--- src/rtl/apb_cmd_master.sv ---
// apb_cmd_master
//   Command-queue-driven APB requester. Commands arrive on a valid/ready port
//   and are buffered in a small FIFO. Each one is issued as a two-phase APB
//   transfer (SETUP, then ACCESS). ACCESS is held through PREADY wait states,
//   with an optional wait-state timeout. One response per transfer is returned
//   on a valid/ready response port.
//
// Ports
//   PCLK, PRESET       clock (rising edge), synchronous active-high reset
//   cmd_valid/ready    command handshake; cmd_ready is !full and comes from registers only
//   cmd_write/addr/wdata  command payload (wdata ignored for reads)
//   resp_valid/ready   response handshake
//   resp_write         direction of the completed transfer
//   resp_rdata         PRDATA for reads; 0 for writes and timeouts
//   resp_err           PSLVERR at completion, or 1 on timeout
//   resp_timeout       transfer aborted by the wait-state timeout
//   busy               FSM not idle or queue not empty
//   PSEL..PWDATA       registered APB request outputs
//   PRDATA/PREADY/PSLVERR  APB completer inputs

module apb_cmd_master #(
  parameter int unsigned ADDR_WIDTH = 32,
  parameter int unsigned DATA_WIDTH = 32,
  parameter int unsigned FIFO_DEPTH = 4,
  parameter int unsigned TIMEOUT    = 16
) (
  input  logic                  PCLK,
  input  logic                  PRESET,

  input  logic                  cmd_valid,
  output logic                  cmd_ready,
  input  logic                  cmd_write,
  input  logic [ADDR_WIDTH-1:0] cmd_addr,
  input  logic [DATA_WIDTH-1:0] cmd_wdata,

  output logic                  resp_valid,
  input  logic                  resp_ready,
  output logic                  resp_write,
  output logic [DATA_WIDTH-1:0] resp_rdata,
  output logic                  resp_err,
  output logic                  resp_timeout,

  output logic                  busy,

  output logic                  PSEL,
  output logic                  PENABLE,
  output logic                  PWRITE,
  output logic [ADDR_WIDTH-1:0] PADDR,
  output logic [DATA_WIDTH-1:0] PWDATA,
  input  logic [DATA_WIDTH-1:0] PRDATA,
  input  logic                  PREADY,
  input  logic                  PSLVERR
);

  localparam int unsigned PtrW = $clog2(FIFO_DEPTH);
  // Counter only has to reach TIMEOUT-1.
  localparam int unsigned CntW = (TIMEOUT > 1) ? $clog2(TIMEOUT) : 1;
  localparam logic [PtrW:0] FullCount = (PtrW + 1)'(FIFO_DEPTH);

  typedef enum logic [1:0] {StIdle, StSetup, StAccess} state_e;

  // ---------------------------------------------------------------------------
  // Command FIFO
  // ---------------------------------------------------------------------------
  logic [ADDR_WIDTH-1:0] fifo_addr_q  [FIFO_DEPTH];
  logic [DATA_WIDTH-1:0] fifo_wdata_q [FIFO_DEPTH];
  logic [FIFO_DEPTH-1:0] fifo_write_q;

  logic [PtrW-1:0] wr_ptr_q, wr_ptr_d;
  logic [PtrW-1:0] rd_ptr_q, rd_ptr_d;
  logic [PtrW:0]   count_q, count_d;

  logic full, empty, push, pop;

  assign full      = (count_q == FullCount);
  assign empty     = (count_q == '0);
  assign cmd_ready = !full;
  assign push      = cmd_valid && !full;

  always_comb begin
    wr_ptr_d = wr_ptr_q;
    rd_ptr_d = rd_ptr_q;
    count_d  = count_q;
    if (push) begin
      wr_ptr_d = wr_ptr_q + PtrW'(1);
    end
    if (pop) begin
      rd_ptr_d = rd_ptr_q + PtrW'(1);
    end
    unique case ({push, pop})
      2'b10:   count_d = count_q + (PtrW + 1)'(1);
      2'b01:   count_d = count_q - (PtrW + 1)'(1);
      default: count_d = count_q;
    endcase
  end

  always_ff @(posedge PCLK) begin
    if (PRESET) begin
      wr_ptr_q <= '0;
      rd_ptr_q <= '0;
      count_q  <= '0;
    end else begin
      wr_ptr_q <= wr_ptr_d;
      rd_ptr_q <= rd_ptr_d;
      count_q  <= count_d;
    end
  end

  // Storage needs no reset; occupancy is tracked by the pointers.
  always_ff @(posedge PCLK) begin
    if (push) begin
      fifo_addr_q[wr_ptr_q]  <= cmd_addr;
      fifo_wdata_q[wr_ptr_q] <= cmd_wdata;
      fifo_write_q[wr_ptr_q] <= cmd_write;
    end
  end

  // ---------------------------------------------------------------------------
  // Transfer FSM and response register
  // ---------------------------------------------------------------------------
  state_e state_q, state_d;

  logic                  psel_q, psel_d;
  logic                  penable_q, penable_d;
  logic                  pwrite_q, pwrite_d;
  logic [ADDR_WIDTH-1:0] paddr_q, paddr_d;
  logic [DATA_WIDTH-1:0] pwdata_q, pwdata_d;
  logic [CntW-1:0]       cnt_q, cnt_d;

  logic                  resp_valid_q, resp_valid_d;
  logic                  resp_write_q, resp_write_d;
  logic [DATA_WIDTH-1:0] resp_rdata_q, resp_rdata_d;
  logic                  resp_err_q, resp_err_d;
  logic                  resp_timeout_q, resp_timeout_d;

  logic slot_free;

  // Issue only when the response can be parked, so a completed transfer never
  // overwrites one that has not been consumed.
  assign slot_free = !resp_valid_q || resp_ready;

  always_comb begin
    state_d        = state_q;
    psel_d         = psel_q;
    penable_d      = penable_q;
    pwrite_d       = pwrite_q;
    paddr_d        = paddr_q;
    pwdata_d       = pwdata_q;
    cnt_d          = cnt_q;
    resp_valid_d   = resp_valid_q;
    resp_write_d   = resp_write_q;
    resp_rdata_d   = resp_rdata_q;
    resp_err_d     = resp_err_q;
    resp_timeout_d = resp_timeout_q;
    pop            = 1'b0;

    // Consumption first; a completion below on the same edge overrides it.
    if (resp_valid_q && resp_ready) begin
      resp_valid_d = 1'b0;
    end

    unique case (state_q)
      StIdle: begin
        psel_d    = 1'b0;
        penable_d = 1'b0;
        if (!empty && slot_free) begin
          pop       = 1'b1;
          paddr_d   = fifo_addr_q[rd_ptr_q];
          pwdata_d  = fifo_wdata_q[rd_ptr_q];
          pwrite_d  = fifo_write_q[rd_ptr_q];
          psel_d    = 1'b1;
          state_d   = StSetup;
        end
      end

      StSetup: begin
        penable_d = 1'b1;
        cnt_d     = '0;
        state_d   = StAccess;
      end

      StAccess: begin
        if (PREADY) begin
          resp_valid_d   = 1'b1;
          resp_write_d   = pwrite_q;
          resp_rdata_d   = pwrite_q ? '0 : PRDATA;
          resp_err_d     = PSLVERR;
          resp_timeout_d = 1'b0;
          psel_d         = 1'b0;
          penable_d      = 1'b0;
          state_d        = StIdle;
        end else begin
          cnt_d = cnt_q + CntW'(1);
          // cnt_q counts completed wait cycles, so the abort lands on the
          // TIMEOUT-th ACCESS cycle.
          if ((TIMEOUT != 0) && (cnt_q == CntW'(TIMEOUT - 1))) begin
            resp_valid_d   = 1'b1;
            resp_write_d   = pwrite_q;
            resp_rdata_d   = '0;
            resp_err_d     = 1'b1;
            resp_timeout_d = 1'b1;
            psel_d         = 1'b0;
            penable_d      = 1'b0;
            state_d        = StIdle;
          end
        end
      end

      default: begin
        psel_d    = 1'b0;
        penable_d = 1'b0;
        state_d   = StIdle;
      end
    endcase
  end

  always_ff @(posedge PCLK) begin
    if (PRESET) begin
      state_q        <= StIdle;
      psel_q         <= 1'b0;
      penable_q      <= 1'b0;
      pwrite_q       <= 1'b0;
      paddr_q        <= '0;
      pwdata_q       <= '0;
      cnt_q          <= '0;
      resp_valid_q   <= 1'b0;
      resp_write_q   <= 1'b0;
      resp_rdata_q   <= '0;
      resp_err_q     <= 1'b0;
      resp_timeout_q <= 1'b0;
    end else begin
      state_q        <= state_d;
      psel_q         <= psel_d;
      penable_q      <= penable_d;
      pwrite_q       <= pwrite_d;
      paddr_q        <= paddr_d;
      pwdata_q       <= pwdata_d;
      cnt_q          <= cnt_d;
      resp_valid_q   <= resp_valid_d;
      resp_write_q   <= resp_write_d;
      resp_rdata_q   <= resp_rdata_d;
      resp_err_q     <= resp_err_d;
      resp_timeout_q <= resp_timeout_d;
    end
  end

  assign PSEL         = psel_q;
  assign PENABLE      = penable_q;
  assign PWRITE       = pwrite_q;
  assign PADDR        = paddr_q;
  assign PWDATA       = pwdata_q;

  assign resp_valid   = resp_valid_q;
  assign resp_write   = resp_write_q;
  assign resp_rdata   = resp_rdata_q;
  assign resp_err     = resp_err_q;
  assign resp_timeout = resp_timeout_q;

  assign busy         = (state_q != StIdle) || !empty;

endmodule
--- config.mk ---
export PLATFORM = sky130hd
export DESIGN_NAME = apb_cmd_master
export DESIGN_NICKNAME = d
export VERILOG_FILES = /design/src/rtl/apb_cmd_master.sv
export SDC_FILE = /design/constraint.sdc
export NUM_CORES = 1
export LEC_CHECK = 0
export CAP_MARGIN = 20
export CELL_PAD_IN_SITES_DETAIL_PLACEMENT = 0
export CELL_PAD_IN_SITES_GLOBAL_PLACEMENT = 1
export CORE_MARGIN = 3
export CORE_UTILIZATION = 35
export DETAILED_ROUTE_END_ITERATION = 10
export PLACE_DENSITY = 0.7
export SLEW_MARGIN = 40
export SYNTH_ARGS = -nofsm -noshare
export SYNTH_HDL_FRONTEND = slang
export SYNTH_SLANG_ARGS = --single-unit
--- constraint.sdc ---
create_clock -name PCLK -period 4 [get_ports PCLK]
set_input_delay 0.6 -clock PCLK [delete_from_list [all_inputs] [get_ports PCLK]]
set_output_delay 0.6 -clock PCLK [all_outputs]
set_load 0.01 [all_outputs]
==> flow_metrics.tcl, run 1 <==
set metrics [dict create \
    hp-class "register to register" \
    relSlewSlack_pct 43.1 \
    clk_path_buf_depth 3 \
    dp_slack_ps 1280 \
    finalClockSkew_ps 15.0 \
    cp-start-kind "register" \
    finalCritPeriodShare_pct 69.5 \
    tightest_slew_ps 854 \
    fin_util_pct 45.1 \
    synth_flop_cell "edfxtp_1" \
    drt_iter0_drc 599 \
    ir_worst_vdd_mv 0.361 \
    synth_cells 912 \
    io_buffers 207 \
    dp.cells 1584 \
    maxCapViolations 0 \
    layout-drive-gt1-share_pct 14.2 \
    gp_congestion 0.683 \
    area_growth_pct 27.0 \
    r2r_cells 8 \
    path_clk_slew_ps 60 \
    die-width_microns 210 \
    worstSetupEndpointType "output port" \
    p_leak_nw 6.18 \
    yosys_warnings 0 \
    rsz0062_at_grt "no" \
    placementRows 74 \
    netlist.area_leader.share_pct 53.7 \
    hold-path-cell-count 2 \
    viasPerCell 5.27 \
    wl_per_cell_microns 21.3 \
    max_freq_mhz 360 \
    syn_area_per_cell_sq_um 15.9 \
    final_area_sq_um 18500 \
    wl_microns 35400 \
    vias 8761 \
    hold_viol 0 \
    antenna_found_initial 2 \
    grt_pass1_wl_microns 54200 \
    post-route-min-period_ps 2780 \
    drv_slew 0 \
    yosysSeqAreaShare_pct 69.6 \
    synth_edf_count 260 \
    insertedDiodeCount 0 \
    regArea_sq_um 10100 \
    cts.htree.levels 2 \
    layout.cells.non_filler 1662 \
    crit_type "register to output port" \
    worstPathRequired_ps 3400 \
    grt_most_used_layer "met2" \
    num-fill-cells 3658 \
    drc 0 \
    initial_utilization_pct 35.5 \
    cts.sinks 376 \
    p_per_area_nw_per_um2 667 \
    yosysTopAreaCell "edfxtp_1" \
    cts_setup_buffers 0 \
    netlist_area_sq_um 14500 \
    cts-root-buf "clkbuf_16" \
    die_h_microns 210 \
    first_global_vias 8959 \
    use_met1_pct 21.7 \
    synth_cell_types 48 \
    place_area_sq_um 17200 \
    place_hpwl_microns 19800 \
    grt_usage_pct 15.8 \
    met3_usage_pct 3.39 \
    cts_tree "yes" \
    critical_path_arrival_ps 2180 \
    cts_hold_buffers 0 \
    top_level_ports 208 \
    clk_latency_ps 560 \
    outcome "finished clean" \
    cts_resized 0 \
    cts_buffers 42 \
    grt.met2_usage_pct 25.6 \
    fin_ws_ps 1220 \
    core_area_sq_um 40900 \
    fin_setup_tns_ps 0 \
    synth.area.top_cells "edfxtp_1 (54%), dfxtp_1 (16%), mux4_2 (10%)" \
    final_antenna_net_count 0 \
    synth_nets 1022 \
    dr.pass1.iters 4 \
    multiInputGateArea_sq_um 4010 \
    overflow 0 \
    ys_ff_latch 376 \
    die-area_sq_um 44000 \
    async_flop_share_pct 0 \
    cp_max_fo 20 \
    setup_viol 0 \
    grt_max_degree 86 \
    layout.nets 1207 \
]
==> state kept, by name, indices dropped and copies added, names as in the netlist, 2 cells and up <==
register,count
fifo_addr_q,128
fifo_wdata_q,128
PADDR,32
PWDATA,32
resp_rdata,32
cnt_q,4
fifo_write_q,4
count_q,3
rd_ptr_q,2
state_q,2
wr_ptr_q,2
==> area by class of cell <==
| class | count | share of cell area, % |
|---|---|---|
| Clock buffer | 60 | 6.39 |
| Multi-Input combinational cell | 443 | 21.7 |
| Clock inverter | 17 | 0.461 |
| Sequential cell | 376 | 54.9 |
| Timing Repair Buffer | 227 | 12.8 |
| Inverter | 7 | 0.142 |
| Tap cell | 532 | 3.60 |
==> stage by stage <==
step	total power, W	hold WS, ps
finish	0.0123	468
detailed placement	0.00890	461
global placement	0.00874	436
floorplan	0.00724	468
CTS	0.0125	469
global route	0.0130	490
==> cell usage in the layout, fill, tap and decap left out, types with 3 or more instances in the layout <==
master             n
dfxtp_1          114
clkinv_2          10
inv_1              7
nand3b_1           3
buf_6              3
mux2i_1           34
clkbuf_1          13
nand2_1           34
buf_12             8
o21ai_0            5
clkdlybuf4s50_1  206
edfxtp_1         260
and2_1             4
ha_1               6
buf_4              8
o31ai_1           66
nand4_1           66
clkbuf_8           4
nand2b_1          37
nand3_1            3
a21oi_1           77
clkinv_1           5
mux4_2            65
clkbuf_16         43
nor2_1             5
and3_4             4
==> metal layers <==
metal / up-vias / part of all wire, %
met3: 50 / 5.7
met1: 4488 / 45
met4: 4 / 1.9
met5: - / 0.076
li1: 3972 / -
met2: 247 / 47
==> worst paths after layout <==
kind | start | end | slack, ps
max reg2reg | state_q[0] | count_q[2] | 1570
max | state_q[0] | busy | 1220
min reg2reg | PADDR[19] | PADDR[19] | 470
min | PADDR[19] | PADDR[19] | 470
==> critical path, stage by stage, from the launching register on <==
cell and delay [ps]:
dfxtp_1 740, nor2_4 170, nand2_1 150, clkdlybuf4s50_1 560
==> synth_stat cells, types with 2 or more instances <==
library cell / n
a21o_1: 2
a21oi_1: 77
a31oi_1: 2
and2_1: 4
and3_1: 5
buf_1: 9
buf_12: 3
buf_2: 28
buf_4: 4
buf_6: 4
clkbuf_1: 38
dfxtp_1: 116
edfxtp_1: 260
ha_1: 6
inv_1: 7
mux2i_1: 34
mux4_2: 65
nand2_1: 34
nand2b_1: 38
nand3_1: 3
nand3b_1: 3
nand4_1: 66
nor2_1: 5
nor2b_1: 3
o21ai_0: 5
o31ai_1: 66
or3_1: 3
or4b_1: 2
==> report_power, final <==
part	leakage [nW]	internal [W]	total, W	switching [W]
sequential	3.33	0.00476	0.00514	0.000373
clock	0.626	0.00205	0.00354	0.00149
combinational	2.22	0.00168	0.00365	0.00197
==> kinds of logic (layout without fill, tap and decap cells) <==
group	count (synthesis)	after routing	share of synthesized area, %
simple gates	177	177	7.15
xor+xnor	2	2	0.120
mux	100	100	12.5
buf+inv	93	311	3.29
compound gates	157	157	6.67
fa+ha+maj	7	7	0.654
flops	376	376	69.6
No activity file was read; power rests on OpenSTA's default activity.
==> inputs of run 2 (changes only) <==
--- a/config.mk
+++ b/config.mk
@@ -11,7 +11,7 @@
 export CORE_MARGIN = 3
 export CORE_UTILIZATION = 35
 export DETAILED_ROUTE_END_ITERATION = 10
-export PLACE_DENSITY = 0.7
+export PLACE_DENSITY = 0.72
 export SLEW_MARGIN = 40
 export SYNTH_ARGS = -nofsm -noshare
 export SYNTH_HDL_FRONTEND = slang
==> constraint.sdc (replaced) <==
create_clock -name PCLK -period 2.3 [get_ports PCLK]
set_input_delay 0.345 -clock PCLK [delete_from_list [all_inputs] [get_ports PCLK]]
set_output_delay 0.345 -clock PCLK [all_outputs]
set_load 0.01 [all_outputs]
==> run 2 against run 1 <==
Net effect:
- sequential share of layout area shrank 1.1 points
- clock skew about the same
- clock power is 91% higher
- die area is the same
- worst setup slack worse by 1100 ps
- global-route usage increased by 0.66 points
- hold slack worse by 300 ps
- final area increased by 2.1%
- final cell count grew 1.5%
- largest power group unchanged
- highest routed layer unchanged
==> flow_metrics.tcl, run 2 (same netlist as run 1, synthesis figures left out) <==
set metrics [dict create \
    outcome "finished clean" \
    top_level_ports 208 \
    worstSetupEndpointType "output port" \
    drv_slew 0 \
    hold_viol 0 \
    finalCritPeriodShare_pct 96.6 \
    cts_setup_buffers 0 \
    die-area_sq_um 44000 \
    dp.cells 1611 \
    layout_common_cells "edfxtp_1 (260), clkdlybuf4s50_1 (204), dfxtp_1 (113), a21oi_1 (76)" \
    die_h_microns 210 \
    cts_buffers 41 \
    path_clk_slew_ps 60 \
    max_freq_mhz 450 \
    fin_ws_ps 78.7 \
    insertedDiodeCount 0 \
    hp-class "input pin to register" \
    post-route-min-period_ps 2220 \
    cp-start-kind "register" \
    cts-root-buf "clkbuf_16" \
    cp_max_fo 9 \
    endpoint "cmd_ready" \
    clk_path_buf_depth 3 \
    cts.htree.levels 2 \
    drc 0 \
    min_from "PRESET" \
    viasPerCell 5.24 \
    io_buffers 207 \
    worstPathCellList "buf_4, or3b_1, buf_6, dlygate4sd2_1" \
    maxCapViolations 0 \
    crit_buf_inv 3 \
    cts_tree "yes" \
    p_per_area_nw_per_um2 1170 \
    antenna_found_initial 2 \
    grt_pass1_wl_microns 56100 \
    grt_max_degree 68 \
    wl_microns 36100 \
    finalClockSkew_ps 14.5 \
    r2r-end "count_q[2]" \
    crit_family "buffers and inverters" \
    tightest_slew_ps 830 \
    setup_viol 0 \
    layout.cells.non_filler 1687 \
    dp_slack_ps -47.9 \
    r2r-start "count_q[2]" \
    layout.nets 1232 \
    final_common_cell "edfxtp_1" \
    largestRegisters "fifo_addr_q x128, fifo_wdata_q x128" \
    worstPathRequired_ps 1960 \
    relSlewSlack_pct 44.7 \
    r2r_slack_ps 220 \
    final_antenna_net_count 0 \
    cp.depth 4 \
    area_growth_pct 29.7 \
    cp-startpoint "count_q[0]" \
    vias 8842 \
    r2r_cells 8 \
    cp_slowest_cell "or3b_1" \
    dr.pass1.iters 5 \
    die-width_microns 210 \
    gp_congestion 0.717 \
    initial_utilization_pct 35.5 \
    rsz0062_at_grt "no" \
    cts.sinks 376 \
    hold_slack_ps 173 \
    first_global_vias 9358 \
    placementRows 74 \
    overflow 0 \
    clk_latency_ps 560 \
    p_leak_nw 6.38 \
    core_area_sq_um 40900 \
    grt_usage_pct 16.5 \
    critical_path_arrival_ps 1880 \
    place_hpwl_microns 20800 \
    num-fill-cells 3616 \
    crit_type "register to output port" \
    cts_hold_buffers 0 \
    max_stage_delay_ps 410 \
    layout-drive-gt1-share_pct 16.7 \
    drt_iter0_drc 507 \
    wl_per_cell_microns 21.4 \
    ir_worst_vdd_mv 0.704 \
]
-- run 2: timing repair --
item,4_1_cts,5_1_grt
pin swaps,0,0
resized for setup,2,4
setup endpoints to repair,2,2
endpoints found under the hold margin,0,0
-- run 2: worst min-delay path by stage --
stage / endpoint / slack [ps] / cells past startpoint
floorplan: fifo_addr_q[0][0] / 440 / 0
global placement: resp_err / 440 / 2
detailed placement: resp_err / 450 / 2
CTS: count_q[0] / 150 / 2
global route: count_q[0] / 180 / 2
finish: count_q[2] / 170 / 2
-- run 2: report_power, final --
group | internal (W) | leakage (nW) | switching [W] | total (W)
combinational | 0.00298 | 2.37 | 0.00353 | 0.00651
clock | 0.00409 | 0.678 | 0.00266 | 0.00675
sequential | 0.00828 | 3.33 | 0.000595 | 0.00888
total | 0.0154 | 6.38 | 0.00679 | 0.0221
-- run 2: metrics by stage --
step	TNS, ps	utilization (%)	power (W)	instance area [sq um]
finish	0	46.1	0.0221	18900
global route	0	46.1	0.0232	18900
CTS	0	46.1	0.0224	18800
detailed placement	-47.9	42.7	0.0156	17500
global placement	-9.10	42.7	0.0155	17500
floorplan	0	-	0.0126	14600
-- run 2: per-layer routing --
metal	global-route usage [%]	part of all wire, %	up-vias
met4	5.20	2.0	4
met2	27.0	48	285
li1	-	-	4012
met3	3.83	7.0	47
met1	21.8	43	4494
met5	0	0.075	-
-- run 2: area by class of cell --
type	count	area [sq um]	share of cell area [%]
well taps	532	666	3.53
inverters	7	26.3	0.139
flip-flops and latches	376	10100	53.7
clock inverters	26	284	1.51
repair buffers	253	2640	14.0
clock buffers	50	1100	5.84
multi-input cells	443	4010	21.3
-- run 2: worst register-to-register path, cell delays in order, from the launching register on --
cell and delay [ps]:
dfxtp_1 310, or3_4 400, nand3_2 80, inv_1 40, ha_1 200, fa_1 380, xnor2_1 140, or3_1 330
a21oi_2 140
